### src/rtl/wr_sched_arbiter_if.sv
// Signal bundle between wr_sched_arbiter, its two line-write requesters,
// the AXI AW/B channels and the 4-beat write-data manager.
interface wr_sched_arbiter_if;
    // Requester 0
    logic         req0_valid;
    logic [31:0]  req0_addr;
    logic [127:0] req0_wdata;
    logic [15:0]  req0_mask;
    logic         req0_ready;
    logic         req0_done;
    logic         req0_err;
    // Requester 1
    logic         req1_valid;
    logic [31:0]  req1_addr;
    logic [127:0] req1_wdata;
    logic [15:0]  req1_mask;
    logic         req1_ready;
    logic         req1_done;
    logic         req1_err;
    // AXI write address channel
    logic         awvalid;
    logic         awready;
    logic [31:0]  awaddr;
    logic [3:0]   awid;
    logic [7:0]   awlen;
    logic [2:0]   awsize;
    logic [1:0]   awburst;
    // AXI write response channel
    logic         bvalid;
    logic         bready;
    logic [3:0]   bid;
    logic [1:0]   bresp;
    // Write-data manager
    logic         wd_rq;
    logic [3:0]   wd_id;
    logic [127:0] wd_wdata;
    logic [15:0]  wd_mask;
    logic         wd_finish;

    // Scheduler side
    modport master (
        input  req0_valid, req0_addr, req0_wdata, req0_mask,
        output req0_ready, req0_done, req0_err,
        input  req1_valid, req1_addr, req1_wdata, req1_mask,
        output req1_ready, req1_done, req1_err,
        output awvalid, awaddr, awid, awlen, awsize, awburst,
        input  awready,
        input  bvalid, bid, bresp,
        output bready,
        output wd_rq, wd_id, wd_wdata, wd_mask,
        input  wd_finish
    );

    // Environment side: requesters, interconnect and data manager
    modport slave (
        output req0_valid, req0_addr, req0_wdata, req0_mask,
        input  req0_ready, req0_done, req0_err,
        output req1_valid, req1_addr, req1_wdata, req1_mask,
        input  req1_ready, req1_done, req1_err,
        input  awvalid, awaddr, awid, awlen, awsize, awburst,
        output awready,
        output bvalid, bid, bresp,
        input  bready,
        input  wd_rq, wd_id, wd_wdata, wd_mask,
        output wd_finish
    );
endinterface

### src/rtl/wr_sched_arbiter.sv
// Two-requester round-robin write scheduler: one AXI line write (AW, 4 W beats
// through the data manager, B) outstanding at a time, completion routed to the owner.
module wr_sched_arbiter #(
    parameter logic [3:0]  ID0      = 4'd0,
    parameter logic [3:0]  ID1      = 4'd1,
    parameter logic [15:0] BTIMEOUT = 16'd1024
) (
    input  logic               clk,
    input  logic               rst_n,
    wr_sched_arbiter_if.master sched_if
);
    typedef enum logic [1:0] {IDLE, ADDR, DATA, RESP} state_t;

    state_t       state_q;
    logic         last_grant_q;
    logic         owner_q;
    logic [27:0]  addr_q;
    logic [127:0] wdata_q;
    logic [15:0]  mask_q;
    logic [3:0]   id_q;
    logic [15:0]  tcnt_q;
    logic [15:0]  tcnt_d;
    logic         awvalid_q;
    logic         wd_rq_q;
    logic         bready_q;
    logic         done0_q, done1_q;
    logic         err0_q, err1_q;

    logic         grant0, grant1;
    logic         b_hit;
    logic         timeout;
    logic         resp_err;
    logic         unused_bits;

    // With both valid, the requester that did not win last time goes first.
    always_comb begin
        grant0 = sched_if.req0_valid & (~sched_if.req1_valid | last_grant_q);
        grant1 = sched_if.req1_valid & (~sched_if.req0_valid | ~last_grant_q);
    end

    assign b_hit    = (state_q == RESP) & sched_if.bvalid & (sched_if.bid == id_q);
    assign timeout  = (state_q == RESP) & (BTIMEOUT != 16'd0) & (tcnt_q == BTIMEOUT);
    assign resp_err = b_hit ? sched_if.bresp[1] : 1'b1;
    assign tcnt_d   = tcnt_q + 16'd1;

    // Line offset bits are dropped on the address; bresp[0] carries no error.
    assign unused_bits = ^{sched_if.req0_addr[3:0], sched_if.req1_addr[3:0], sched_if.bresp[0]};

    assign sched_if.req0_ready = (state_q == IDLE) & grant0;
    assign sched_if.req1_ready = (state_q == IDLE) & grant1;
    assign sched_if.req0_done  = done0_q;
    assign sched_if.req0_err   = err0_q;
    assign sched_if.req1_done  = done1_q;
    assign sched_if.req1_err   = err1_q;

    assign sched_if.awvalid    = awvalid_q;
    assign sched_if.awaddr     = {addr_q, 4'b0000};
    assign sched_if.awid       = id_q;
    assign sched_if.awlen      = 8'd3;
    assign sched_if.awsize     = 3'd2;
    assign sched_if.awburst    = 2'b01;
    assign sched_if.bready     = bready_q;

    assign sched_if.wd_rq      = wd_rq_q;
    assign sched_if.wd_id      = id_q;
    assign sched_if.wd_wdata   = wdata_q;
    assign sched_if.wd_mask    = mask_q;

    always_ff @(posedge clk or negedge rst_n) begin
        if (!rst_n) begin
            state_q      <= IDLE;
            last_grant_q <= 1'b1;
            owner_q      <= 1'b0;
            addr_q       <= '0;
            wdata_q      <= '0;
            mask_q       <= '0;
            id_q         <= '0;
            tcnt_q       <= '0;
            awvalid_q    <= 1'b0;
            wd_rq_q      <= 1'b0;
            bready_q     <= 1'b0;
            done0_q      <= 1'b0;
            done1_q      <= 1'b0;
            err0_q       <= 1'b0;
            err1_q       <= 1'b0;
        end else begin
            wd_rq_q <= 1'b0;
            done0_q <= 1'b0;
            done1_q <= 1'b0;
            err0_q  <= 1'b0;
            err1_q  <= 1'b0;
            unique case (state_q)
                IDLE: begin
                    if (grant0 | grant1) begin
                        addr_q       <= grant1 ? sched_if.req1_addr[31:4] : sched_if.req0_addr[31:4];
                        wdata_q      <= grant1 ? sched_if.req1_wdata : sched_if.req0_wdata;
                        mask_q       <= grant1 ? sched_if.req1_mask : sched_if.req0_mask;
                        id_q         <= grant1 ? ID1 : ID0;
                        owner_q      <= grant1;
                        last_grant_q <= grant1;
                        awvalid_q    <= 1'b1;
                        state_q      <= ADDR;
                    end
                end
                ADDR: begin
                    if (sched_if.awready) begin
                        awvalid_q <= 1'b0;
                        wd_rq_q   <= 1'b1;
                        state_q   <= DATA;
                    end
                end
                DATA: begin
                    if (sched_if.wd_finish) begin
                        bready_q <= 1'b1;
                        tcnt_q   <= '0;
                        state_q  <= RESP;
                    end
                end
                RESP: begin
                    // A matching B wins over a timeout landing in the same cycle.
                    if (b_hit || timeout) begin
                        done0_q  <= ~owner_q;
                        done1_q  <= owner_q;
                        err0_q   <= ~owner_q & resp_err;
                        err1_q   <= owner_q & resp_err;
                        bready_q <= 1'b0;
                        state_q  <= IDLE;
                    end else begin
                        tcnt_q <= tcnt_d;
                    end
                end
                default: state_q <= IDLE;
            endcase
        end
    end
endmodule
### src/flat_wrapper.sv
// flat-port wrapper written by rule: the top's interface ports become plain ports
module wr_sched_arbiter_flat 
#(
    parameter logic [3:0]  ID0      = 4'd0,
    parameter logic [3:0]  ID1      = 4'd1,
    parameter logic [15:0] BTIMEOUT = 16'd1024
)
  (clk, rst_n, sched_if_req0_valid, sched_if_req0_addr, sched_if_req0_wdata, sched_if_req0_mask, sched_if_req0_ready, sched_if_req0_done, sched_if_req0_err, sched_if_req1_valid, sched_if_req1_addr, sched_if_req1_wdata, sched_if_req1_mask, sched_if_req1_ready, sched_if_req1_done, sched_if_req1_err, sched_if_awvalid, sched_if_awaddr, sched_if_awid, sched_if_awlen, sched_if_awsize, sched_if_awburst, sched_if_awready, sched_if_bvalid, sched_if_bid, sched_if_bresp, sched_if_bready, sched_if_wd_rq, sched_if_wd_id, sched_if_wd_wdata, sched_if_wd_mask, sched_if_wd_finish);
  wr_sched_arbiter_if sched_if_i ();
  input  logic clk;
  input  logic rst_n;
  input wire logic [$bits(sched_if_i.req0_valid)-1:0] sched_if_req0_valid;
  input wire logic [$bits(sched_if_i.req0_addr)-1:0] sched_if_req0_addr;
  input wire logic [$bits(sched_if_i.req0_wdata)-1:0] sched_if_req0_wdata;
  input wire logic [$bits(sched_if_i.req0_mask)-1:0] sched_if_req0_mask;
  output wire logic [$bits(sched_if_i.req0_ready)-1:0] sched_if_req0_ready;
  output wire logic [$bits(sched_if_i.req0_done)-1:0] sched_if_req0_done;
  output wire logic [$bits(sched_if_i.req0_err)-1:0] sched_if_req0_err;
  input wire logic [$bits(sched_if_i.req1_valid)-1:0] sched_if_req1_valid;
  input wire logic [$bits(sched_if_i.req1_addr)-1:0] sched_if_req1_addr;
  input wire logic [$bits(sched_if_i.req1_wdata)-1:0] sched_if_req1_wdata;
  input wire logic [$bits(sched_if_i.req1_mask)-1:0] sched_if_req1_mask;
  output wire logic [$bits(sched_if_i.req1_ready)-1:0] sched_if_req1_ready;
  output wire logic [$bits(sched_if_i.req1_done)-1:0] sched_if_req1_done;
  output wire logic [$bits(sched_if_i.req1_err)-1:0] sched_if_req1_err;
  output wire logic [$bits(sched_if_i.awvalid)-1:0] sched_if_awvalid;
  output wire logic [$bits(sched_if_i.awaddr)-1:0] sched_if_awaddr;
  output wire logic [$bits(sched_if_i.awid)-1:0] sched_if_awid;
  output wire logic [$bits(sched_if_i.awlen)-1:0] sched_if_awlen;
  output wire logic [$bits(sched_if_i.awsize)-1:0] sched_if_awsize;
  output wire logic [$bits(sched_if_i.awburst)-1:0] sched_if_awburst;
  input wire logic [$bits(sched_if_i.awready)-1:0] sched_if_awready;
  input wire logic [$bits(sched_if_i.bvalid)-1:0] sched_if_bvalid;
  input wire logic [$bits(sched_if_i.bid)-1:0] sched_if_bid;
  input wire logic [$bits(sched_if_i.bresp)-1:0] sched_if_bresp;
  output wire logic [$bits(sched_if_i.bready)-1:0] sched_if_bready;
  output wire logic [$bits(sched_if_i.wd_rq)-1:0] sched_if_wd_rq;
  output wire logic [$bits(sched_if_i.wd_id)-1:0] sched_if_wd_id;
  output wire logic [$bits(sched_if_i.wd_wdata)-1:0] sched_if_wd_wdata;
  output wire logic [$bits(sched_if_i.wd_mask)-1:0] sched_if_wd_mask;
  input wire logic [$bits(sched_if_i.wd_finish)-1:0] sched_if_wd_finish;
  assign sched_if_i.req0_valid = sched_if_req0_valid;
  assign sched_if_i.req0_addr = sched_if_req0_addr;
  assign sched_if_i.req0_wdata = sched_if_req0_wdata;
  assign sched_if_i.req0_mask = sched_if_req0_mask;
  assign sched_if_req0_ready = sched_if_i.req0_ready;
  assign sched_if_req0_done = sched_if_i.req0_done;
  assign sched_if_req0_err = sched_if_i.req0_err;
  assign sched_if_i.req1_valid = sched_if_req1_valid;
  assign sched_if_i.req1_addr = sched_if_req1_addr;
  assign sched_if_i.req1_wdata = sched_if_req1_wdata;
  assign sched_if_i.req1_mask = sched_if_req1_mask;
  assign sched_if_req1_ready = sched_if_i.req1_ready;
  assign sched_if_req1_done = sched_if_i.req1_done;
  assign sched_if_req1_err = sched_if_i.req1_err;
  assign sched_if_awvalid = sched_if_i.awvalid;
  assign sched_if_awaddr = sched_if_i.awaddr;
  assign sched_if_awid = sched_if_i.awid;
  assign sched_if_awlen = sched_if_i.awlen;
  assign sched_if_awsize = sched_if_i.awsize;
  assign sched_if_awburst = sched_if_i.awburst;
  assign sched_if_i.awready = sched_if_awready;
  assign sched_if_i.bvalid = sched_if_bvalid;
  assign sched_if_i.bid = sched_if_bid;
  assign sched_if_i.bresp = sched_if_bresp;
  assign sched_if_bready = sched_if_i.bready;
  assign sched_if_wd_rq = sched_if_i.wd_rq;
  assign sched_if_wd_id = sched_if_i.wd_id;
  assign sched_if_wd_wdata = sched_if_i.wd_wdata;
  assign sched_if_wd_mask = sched_if_i.wd_mask;
  assign sched_if_i.wd_finish = sched_if_wd_finish;
  wr_sched_arbiter #(.ID0(ID0), .ID1(ID1), .BTIMEOUT(BTIMEOUT)) u_core (.clk(clk), .rst_n(rst_n), .sched_if(sched_if_i));
endmodule
### config.mk
export PLATFORM = sky130hd
export DESIGN_NAME = wr_sched_arbiter_flat
export DESIGN_NICKNAME = d
export VERILOG_FILES = /design/src/rtl/wr_sched_arbiter_if.sv /design/src/rtl/wr_sched_arbiter.sv /design/src/flat_wrapper.sv
export SDC_FILE = /design/constraint.sdc
export NUM_CORES = 1
export LEC_CHECK = 0
export BUFFER_PORTS_ARGS = -buffer_cell sky130_fd_sc_hd__buf_2
export CAP_MARGIN = 20
export CORE_AREA = 8 8 218 220
export DETAILED_ROUTE_END_ITERATION = 16
export DIE_AREA = 0 0 226 228
export REMOVE_ABC_BUFFERS = 1
export SLEW_MARGIN = 10
export SYNTH_ARGS = -nofsm -noshare
export SYNTH_HDL_FRONTEND = slang
export SYNTH_SLANG_ARGS = --single-unit
### constraint.sdc
create_clock -name clk -period 1.8 [get_ports clk]
set_input_delay 0.36 -clock clk [delete_from_list [all_inputs] [get_ports clk]]
set_output_delay 0.36 -clock clk [all_outputs]
set_load 0.1 [all_outputs]
==> run metrics <==
DR top layer met4; synthesized flop and latch total 199; most frequent cells in the layout buf_2, dfrtp_1, nand2_1; number of synthesized flops with an enable pin 0; critical path required time 2.16 ns; M1 WL 13210 um; Nets 1902; largest cells by area after synthesis dfrtp_1, mux2i_1, o21ai_0; Netlist Area Pre-Place 9457 um2; Sink Count 199; Worst Setup SP u_core.tcnt_q[0]; post-synth top area cell dfrtp_1; Finish-stage setup viols 21; pin count of the biggest net entering global routing 51; Fmax 0.4899 GHz; setup TNS -2.337 ns; DRC violations left 0; top cell type's share of synthesized area 52.39%; clk buf depth 2; launch point of the worst reg-to-reg path u_core.tcnt_q[0]; flop2flop setup slack -0.24 ns; drt first-iter violations 399; Skew-Pair Late Insertion Delay 0.47 ns; Top FF cell, synth dfrtp_1; Worst Hold Class input pin to flop; final WL 33900 um; Post-DRT Antenna Nets 0; Post-Syn Instances 929; CP Capture Type flop; RSZ-0062 raised after global routing yes; CP max FO 4; commonest non-fill, non-tap cell in the layout buf_2; Hold Slack 0.1415 ns; Initial Util 21.57%; worst r2r dst u_core.state_q[1]; Worst Reg-to-Reg Cells 7; crit path DAT 2.40 ns; clk slew on worst S/H paths 0.07 ns; WL met2 16960 um; # fillers 4529; Slew @ Worst Pin 0.5429 ns; startpoint types flop; # diodes 0; worst clock skew 0.01151 ns; ys async rst share 100.0%; count of final max-slew check failures 0; CORE AREA 43840 um2; sequential cell area 4981 um2; GRT overflow 0; DR WL met3 2772 um; post-route setup slack -0.2413 ns; max-cap violations 0; first-pass GRT wire length 51250 um; Final Hold Viols 0; IO buf count 538; gr usage total 12.72%; CTS tree done; sequential element share of the synthesized area 52.67%; CTS H-Tree Depth 4; GPL Wtd Cong 0.9599; vias in the first global route 9426; Final HPWL DP 28080 um; max_slew headroom 64.05%; antenna violations before repair 0; Worst setup endpoint u_core.state_q[1]; height of the die 228 um; row cnt 77; Netlist cell types 44; multi-input logic area 4169 um2; die width 226 um; final critical-path share of the clock period 113.4%; Ports 571; status finished, violations left; failing checks negative setup slack; 1st-pass router iterations 4; crit path kind flop to flop; CTS Buf Count 17; average size of a mapped cell 10.18 um2; total number of vias 8760; yosys synthesis warning count 0; layout cell share with drive strength beyond 1 45.37%; Synth-to-Final Area Change 50.45%; via/cell ratio 4.103; Final min period 2.041 ns; per-cell routed wire length 15.88 um; root buffer cell clkbuf_16; Final Util 32.46%; Die ar. 51530 um2
[worst min path at each step]
stage	slack, ns	start	endpoint	depth (start not counted)
floorplan	0.06	rst_n	u_core.addr_q[0]	0
global placement	0.38	rst_n	u_core.sched_if.wd_wdata[19]	1
detailed placement	0.37	rst_n	u_core.sched_if.wd_wdata[19]	1
CTS	0.09	sched_if_awready	u_core.sched_if.wd_rq	2
global route	0.11	sched_if_awready	u_core.sched_if.wd_rq	2
finish	0.14	sched_if_awready	u_core.sched_if.wd_rq	2
[flip-flops by register name, indices dropped and copies added (netlist names)]
signal                     flops
u_core.addr_q                 28
u_core.last_grant_q            1
u_core.owner_q                 1
u_core.sched_if.awvalid        1
u_core.sched_if.bready         1
u_core.sched_if.req0_done      1
u_core.sched_if.req0_err       1
u_core.sched_if.req1_done      1
u_core.sched_if.req1_err       1
u_core.sched_if.wd_mask       16
u_core.sched_if.wd_rq          1
u_core.sched_if.wd_wdata     128
u_core.state_q                 2
u_core.tcnt_q                 16
[critical path, cell delays in order, from the launching register on]
cell,delay (ns)
dfrtp_1,0.38
inv_1,0.07
ha_1,0.15
nor4bb_2,0.29
and4_4,0.30
nor2_4,0.05
a221o_1,0.39
mux2_4,0.31
[kinds of logic after synthesis]
logic type               share of synthesized area, %
buffers and inverters                           5.147
XOR/XNOR                                      0.09263
multiplexers                                    18.79
other                                         0.07942
AND/OR/NAND/NOR                                 10.93
flip-flops                                      52.67
adder cells (fa/ha/maj)                        0.7938
AO/OA/AOI/OAI                                   11.50
[area by class of cell]
type	instances	share of cell area, %
multi-input combinational	655	29.30
clock buffer	19	3.113
clock inverter	12	0.8267
sequential	199	35.01
timing repair buffer	649	26.27
tap	592	5.206
inverter	9	0.2726
[synthesized netlist by cell type (2+ instances only)]
cell      number
or3_1          2
o31ai_1        3
a22o_1         2
buf_4         25
and3_1         4
conb_1         2
nor2_1         9
inv_1          9
ha_1           6
dfrtp_1      198
buf_2         26
a21oi_1        2
nor3_1         2
nand4_1        3
o311ai_0       6
nand3_1       17
nor4_1         2
mux2i_1      176
nand2_1      192
nand3b_1       2
o21ai_0      181
clkbuf_1      36
and4_1         2
and2_1         2
[per-stage QoR]
stage                     instance area [um2]  setup WS, ns  cells
after CTS                               14150       -0.2755   2133
after global routing                    14230       -0.3239   2135
after detailed placement                13490       -0.2958   2096
final                                   14230       -0.2413   2135
after floorplan                          9082        -15.46    863
after global placement                  13490       -0.2236   2096
[routing by layer]
metal,up-vias,GRT usage [%]
li1,4379,-
met1,4012,13.81
met2,326,22.21
met3,43,4.491
met4,0,5.220
met5,-,0
[what timing repair did]
action                     in CTS  in global routing
hold endpoints to repair       33                  0
gates cloned                    0                  0
setup endpoints to repair      23                 23
gates resized for setup        18                 43
hold buffers                    1                  0
buffers inserted                5                  2
pin swaps                       2                  1
Power is left out: the tool's default activity adds up to more than one toggle a clock period on the data nets, which glitch-free logic cannot reach.
